--- config.mk ---
export PLATFORM = sky130hd
export DESIGN_NAME = count_wrap_monitor_flat
export DESIGN_NICKNAME = d
export VERILOG_FILES = /design/src/rtl/count_wrap_monitor_if.sv /design/src/rtl/count_wrap_monitor.sv /design/src/flat_wrapper.sv
export SDC_FILE = /design/constraint.sdc
export NUM_CORES = 1
export LEC_CHECK = 0
export CAP_MARGIN = 20
export CORE_MARGIN = 8
export CORE_UTILIZATION = 30
export DETAILED_ROUTE_END_ITERATION = 8
export GPL_ROUTABILITY_DRIVEN = 1
export MAX_ROUTING_LAYER = met4
export SKIP_CTS_REPAIR_TIMING = 1
export SLEW_MARGIN = 15
export SYNTH_ARGS = -nofsm -noshare
export SYNTH_HDL_FRONTEND = slang
export SYNTH_SLANG_ARGS = --single-unit
export TNS_END_PERCENT = 10
--- constraint.sdc ---
create_clock -name clock_i -period 2.3 [get_ports clock_i]
set_input_delay 0.69 -clock clock_i [delete_from_list [all_inputs] [get_ports clock_i]]
set_output_delay 0.69 -clock clock_i [all_outputs]
set_load 0.01 [all_outputs]
--- src/rtl/count_wrap_monitor_if.sv ---
`default_nettype none
// ---- count_wrap_monitor_if : monitored-counter signals plus monitor status (rev 1.0) ----
// ---- master = stimulus/counter side, slave = monitor side ----
interface count_wrap_monitor_if #(
  parameter int CW = 4,
  parameter int WW = 8
);
  logic          load;
  logic          mode;
  logic [CW-1:0] data_in;
  logic [CW-1:0] count_in;
  logic          err_clr;
  logic          wrap_pulse;
  logic [WW-1:0] wrap_count;
  logic          illegal_err;
  logic          seq_err;
  logic          in_sync;

  modport master (
    output load, mode, data_in, count_in, err_clr,
    input  wrap_pulse, wrap_count, illegal_err, seq_err, in_sync
  );

  modport slave (
    input  load, mode, data_in, count_in, err_clr,
    output wrap_pulse, wrap_count, illegal_err, seq_err, in_sync
  );
endinterface
`default_nettype wire

--- src/rtl/count_wrap_monitor.sv ---
`default_nettype none
// ---- count_wrap_monitor : wrap/sequence/range monitor for a mod-MOD up/down counter (rev 1.0) ----
// ---- Wrap accumulator present only when COUNT_WRAP_MON_CNT_EN is defined ----
module count_wrap_monitor #(
  parameter int MOD = 12,
  parameter int CW  = 4,
  parameter int WW  = 8
) (
  input  logic                clock_i,
  input  logic                reset_i,
  count_wrap_monitor_if.slave mon
);
  localparam logic [CW:0] c_mod      = (CW+1)'(MOD);
  localparam logic [CW:0] c_mod_last = (CW+1)'(MOD - 1);
  localparam logic [CW:0] c_one      = (CW+1)'(1);

  typedef enum logic [1:0] {
    S_SYNC  = 2'd0,
    S_TRACK = 2'd1,
    S_ERROR = 2'd2
  } state_t;

  state_t        state_q, state_d;
  logic [CW-1:0] prev_cnt_q, prev_data_q;
  logic          prev_load_q, prev_mode_q;
  logic          wrap_pulse_q;
  logic          illegal_q, illegal_d;
  logic          seq_q, seq_d;

  logic [CW:0]   w_cnt, w_prev, w_pred;
  logic          w_mismatch, w_wrap_hit;

  // One spare bit so prev+1 from an out-of-range value cannot alias a legal count
  assign w_cnt  = {1'b0, mon.count_in};
  assign w_prev = {1'b0, prev_cnt_q};

  always_comb begin
    w_pred = w_prev;
    if (prev_load_q) begin
      w_pred = {1'b0, prev_data_q};
    end else if (prev_mode_q) begin
      w_pred = (w_prev == c_mod_last) ? '0 : w_prev + c_one;
    end else begin
      w_pred = (w_prev == '0) ? c_mod_last : w_prev - c_one;
    end
  end

  assign w_mismatch = (w_cnt != w_pred);
  assign w_wrap_hit = (state_q == S_TRACK) && !prev_load_q &&
                      (( prev_mode_q && (w_prev == c_mod_last) && (w_cnt == '0)) ||
                       (!prev_mode_q && (w_prev == '0) && (w_cnt == c_mod_last)));

  always_comb begin
    state_d   = state_q;
    seq_d     = seq_q;
    illegal_d = illegal_q;
    case (state_q)
      S_SYNC:  state_d = S_TRACK;
      S_TRACK: begin
        if (w_mismatch) begin
          seq_d   = 1'b1;
          state_d = S_ERROR;
        end
      end
      S_ERROR: state_d = S_ERROR;
      default: state_d = S_SYNC;
    endcase
    if (mon.err_clr) begin
      seq_d     = 1'b0;
      illegal_d = 1'b0;
      state_d   = S_SYNC;
    end
    // Range check follows the clear so a simultaneous new violation stays flagged
    if (w_cnt >= c_mod) begin
      illegal_d = 1'b1;
    end
  end

  always_ff @(posedge clock_i) begin
    if (reset_i) begin
      state_q      <= S_SYNC;
      prev_cnt_q   <= '0;
      prev_data_q  <= '0;
      prev_load_q  <= 1'b0;
      prev_mode_q  <= 1'b0;
      wrap_pulse_q <= 1'b0;
      illegal_q    <= 1'b0;
      seq_q        <= 1'b0;
    end else begin
      state_q      <= state_d;
      prev_cnt_q   <= mon.count_in;
      prev_data_q  <= mon.data_in;
      prev_load_q  <= mon.load;
      prev_mode_q  <= mon.mode;
      wrap_pulse_q <= w_wrap_hit;
      illegal_q    <= illegal_d;
      seq_q        <= seq_d;
    end
  end

`ifdef COUNT_WRAP_MON_CNT_EN
  logic [WW-1:0] wrap_count_q;

  always_ff @(posedge clock_i) begin
    if (reset_i) begin
      wrap_count_q <= '0;
    end else if (w_wrap_hit && (wrap_count_q != '1)) begin
      wrap_count_q <= wrap_count_q + WW'(1);
    end
  end

  assign mon.wrap_count = wrap_count_q;
`else
  assign mon.wrap_count = {WW{1'b0}};
`endif

  assign mon.wrap_pulse  = wrap_pulse_q;
  assign mon.illegal_err = illegal_q;
  assign mon.seq_err     = seq_q;
  assign mon.in_sync     = (state_q == S_TRACK);
endmodule
`default_nettype wire
--- src/flat_wrapper.sv ---
// flat-port wrapper written by rule: the top's interface ports become plain ports
module count_wrap_monitor_flat 
#(
  parameter int MOD = 12,
  parameter int CW  = 4,
  parameter int WW  = 8
)
  (clock_i, reset_i, mon_load, mon_mode, mon_data_in, mon_count_in, mon_err_clr, mon_wrap_pulse, mon_wrap_count, mon_illegal_err, mon_seq_err, mon_in_sync);
  count_wrap_monitor_if #(.CW(CW), .WW(WW)) mon_i ();
  input  logic clock_i;
  input  logic reset_i;
  input wire logic [$bits(mon_i.load)-1:0] mon_load;
  input wire logic [$bits(mon_i.mode)-1:0] mon_mode;
  input wire logic [$bits(mon_i.data_in)-1:0] mon_data_in;
  input wire logic [$bits(mon_i.count_in)-1:0] mon_count_in;
  input wire logic [$bits(mon_i.err_clr)-1:0] mon_err_clr;
  output wire logic [$bits(mon_i.wrap_pulse)-1:0] mon_wrap_pulse;
  output wire logic [$bits(mon_i.wrap_count)-1:0] mon_wrap_count;
  output wire logic [$bits(mon_i.illegal_err)-1:0] mon_illegal_err;
  output wire logic [$bits(mon_i.seq_err)-1:0] mon_seq_err;
  output wire logic [$bits(mon_i.in_sync)-1:0] mon_in_sync;
  assign mon_i.load = mon_load;
  assign mon_i.mode = mon_mode;
  assign mon_i.data_in = mon_data_in;
  assign mon_i.count_in = mon_count_in;
  assign mon_i.err_clr = mon_err_clr;
  assign mon_wrap_pulse = mon_i.wrap_pulse;
  assign mon_wrap_count = mon_i.wrap_count;
  assign mon_illegal_err = mon_i.illegal_err;
  assign mon_seq_err = mon_i.seq_err;
  assign mon_in_sync = mon_i.in_sync;
  count_wrap_monitor #(.MOD(MOD), .CW(CW), .WW(WW)) u_core (.clock_i(clock_i), .reset_i(reset_i), .mon(mon_i));
endmodule
==> results.py <==
metrics = {
    "worst_setup_path": {
        "cp.arrival_ps": 2370,
        "critPathMaxFanout": 6,
        "cp_top_family": "flip-flops",
        "critPathRequiredTime_ps": 2510,
        "cell_by_cell_trace_of_the_critical_path": "inv_1 -> ha_1 -> xor2_1 -> o21ai_1 -> xnor2_1 -> o211ai_2 -> nor4_4 -> mux2i_1",
        "worstSetupPathType": "flop to flop",
        "worstSetupStartpointType": "flop",
        "max_stage_delay_ps": 440,
        "end_kind": "flop",
        "worst-r2r-cell-count": 8,
        "crit_slowest_cell": "dfxtp_1",
        "cp.buffers_inverters": 1,
        "timing.critical_path.depth": 8,
    },
    "yosys": {
        "yosys.area_share.xor_xnor_pct": 6.10,
        "post_synthesis_sequential_area_ratio_pct": 34.8,
        "dominant_cell_type_by_area_after_synthesis": "dfxtp_1",
        "ys_warn_count": 0,
        "synth_cell_type_count": 32,
        "synth-compound-area-share_pct": 9.00,
        "post-synth-top-area-fraction_pct": 34.8,
        "synthesis.instances": 99,
        "synth_adder_area_share_pct": 5.81,
        "ys.flop_type": "dfxtp_1",
        "ys_seq_elements": 15,
        "netlist_area_sq_um": 862,
        "largest_family_of_logic_cells_by_synthesized_area": "simple AND/OR/NAND/NOR gates",
        "share_of_async_settable_or_async_resettable_flops_after_synthesis_pct": 0,
        "synth.mux.area_fraction_pct": 3.63,
        "post_synth_and_or_nand_nor_area_fraction_pct": 28.4,
        "yosys-top-cells-area": "dfxtp_1 35%, nor2b_1 7.3%, buf_4 7.0%",
        "post_synth.cell_area_avg_sq_um": 8.71,
        "synth-edff-count": 0,
    },
    "global_routing": {
        "globalRoute.totalOverflow": 0,
        "grt_use_total_pct": 7.93,
        "grt_pass1_vias": 715,
        "grt_start_max_net_pins": 12,
        "first_pass_grt_wire_length_mm": 3.10,
        "grt_antenna_before_repair": 0,
    },
    "clock_tree": {
        "htree_levels": 1,
        "numCtsBuffers": 3,
        "clock_sinks": 15,
        "clock_latency_ps": 280,
        "cts_root_buffer": "clkbuf_4",
        "clock_tree_from_tritoncts": "built",
        "cts.clk_slew.worst_paths_ps": 90,
        "ctsLongestPathBuffers": 2,
    },
    "route": {
        "postRouteWirelength_mm": 1.83,
        "remaining_drc_errors": 0,
        "vias_per_cell": 4.74,
        "avgRoutedWirePerCell_um": 12.3,
        "drt_iter0_markers": 31,
        "vias": 706,
        "drtPass1Iterations": 4,
        "final_antenna_net_count": 0,
    },
    "timing": {
        "max_frequency_mhz": 464,
        "fin_crit_sh_pct": 93.8,
        "grt_setup_unrepaired": "false",
        "final.min_clock_period_ps": 2160,
        "final_critical_path_setup_slack_ps": 143,
        "maxSlewViolCount": 0,
        "finalSetupViolations": 0,
        "clock_skew_ps": 0.488,
        "finalHoldViolations": 0,
    },
    "power": {
        "worst_ir_drop_vdd_v": 0.000336,
        "powerDensity_nw_per_um2": 522,
        "power.leakage_nw": 0.405,
    },
    "final_layout": {
        "antennaDiodeCount": 0,
        "post_route_cells_drive_above_1_share_pct": 7.63,
        "most-common-layout-cells": "16 x clkdlybuf4s50_1, 15 x dfxtp_1, 10 x nor2b_1, 9 x nand2_1, 8 x conb_1",
        "multi_input_combinational_cell_area_sq_um": 495,
        "final.fill_count": 277,
        "nNetsFinal": 136,
        "layout.cells.most_common": "clkdlybuf4s50_1",
        "area_growth_from_synthesis_to_layout_pct": 23.7,
        "seqCellArea_sq_um": 300,
        "finish.utilization_pct": 39.0,
    },
    "floorplanning": {
        "die-area_sq_um": 4840,
        "initial_core_util_pct": 31.5,
        "die_height_um": 69.6,
        "placeableCoreArea_sq_um": 2730,
        "pin_count": 25,
        "die_w_um": 69.6,
        "rows": 19,
    },
    "hold_path": {
        "holdCritPathClass": "flop to flop",
        "timing.hold.worst_path_depth": 2,
    },
    "place": {
        "count_of_input_and_output_buffers": 16,
        "place_ws_ps": -36.3,
        "hpwl_mm": 1.40,
        "gp_congestion": 0.842,
    },
    "run_status": {
        "status": "completed",
    },
    "flow_run": {
        "max_cap_viol_count": 0,
    },
}
==> final timing paths <==
check / from / endpoint / slack (ps)
hold / removal: u_core.state_q[1] / u_core.state_q[1] / 470
setup / recovery: u_core.prev_cnt_q[0] / u_core.state_q[0] / 140
hold reg to reg: u_core.state_q[1] / u_core.state_q[1] / 470
setup reg to reg: u_core.prev_cnt_q[0] / u_core.state_q[0] / 140
==> sequential cells by signal (all words and copies together) (netlist names) <==
signal                  cells
u_core.prev_cnt_q           4
u_core.prev_data_q          4
u_core.state_q              2
u_core.mon.illegal_err      1
u_core.mon.seq_err          1
u_core.mon.wrap_pulse       1
u_core.prev_load_q          1
u_core.prev_mode_q          1
==> cell usage after synthesis (3+ instances only) <==
cell type and n:
nand2b_1 4, inv_1 6, xnor2_1 3, a21oi_1 4, xor2_1 3, ha_1 4
nand2_1 9, dfxtp_1 15, nor2_1 5, nor2b_1 10, buf_4 8
==> through the flow <==
step | total power [mW] | TNS, ps | std cells | area, sq um | hold slack (ps)
floorplan | 0.369 | 0 | 106 | 888 | 438
global placement | 0.402 | 0 | 145 | 1030 | 449
detailed placement | 0.404 | -62.4 | 145 | 1030 | 460
CTS | 0.558 | 0 | 149 | 1060 | 473
global route | 0.589 | 0 | 149 | 1070 | 505
finish | 0.556 | 0 | 149 | 1070 | 469
==> worst min-delay path, stage by stage (launching register included) <==
cell and delay (ps):
dfxtp_1 320, nand2_1 50, mux2i_1 50
==> where the power goes <==
| part | switching (mW) | internal, mW |
|---|---|---|
| clock network | 0.0836 | 0.0674 |
| registers | 0.0147 | 0.273 |
| logic | 0.0572 | 0.0606 |
==> routing by layer <==
layer	global-route usage [%]	wire length (um)	vias up
li1	-	-	356
met1	8.48	825	326
met2	12.4	863	20
met3	2.72	112	4
met4	4.78	28	0
met5	-	0	-
==> final cells by class <==
| cell class | count | area share [%] |
|---|---|---|
| clock buffers | 4 | 2.46 |
| inverters | 6 | 2.11 |
| multi-input cells | 74 | 46.5 |
| flip-flops and latches | 15 | 28.2 |
| well taps | 31 | 3.64 |
| repair buffers | 19 | 17.1 |
==> logic make-up after synthesis <==
family / count (synthesis)
xor gates and xnor gates: 6
adders and majority gates: 4
buffers and inverters: 17
AOI/OAI and AO/OA: 11
other: 1
muxes: 3
DFF: 15
and+or+nand+nor: 42
(Power assumes the default switching activity.)
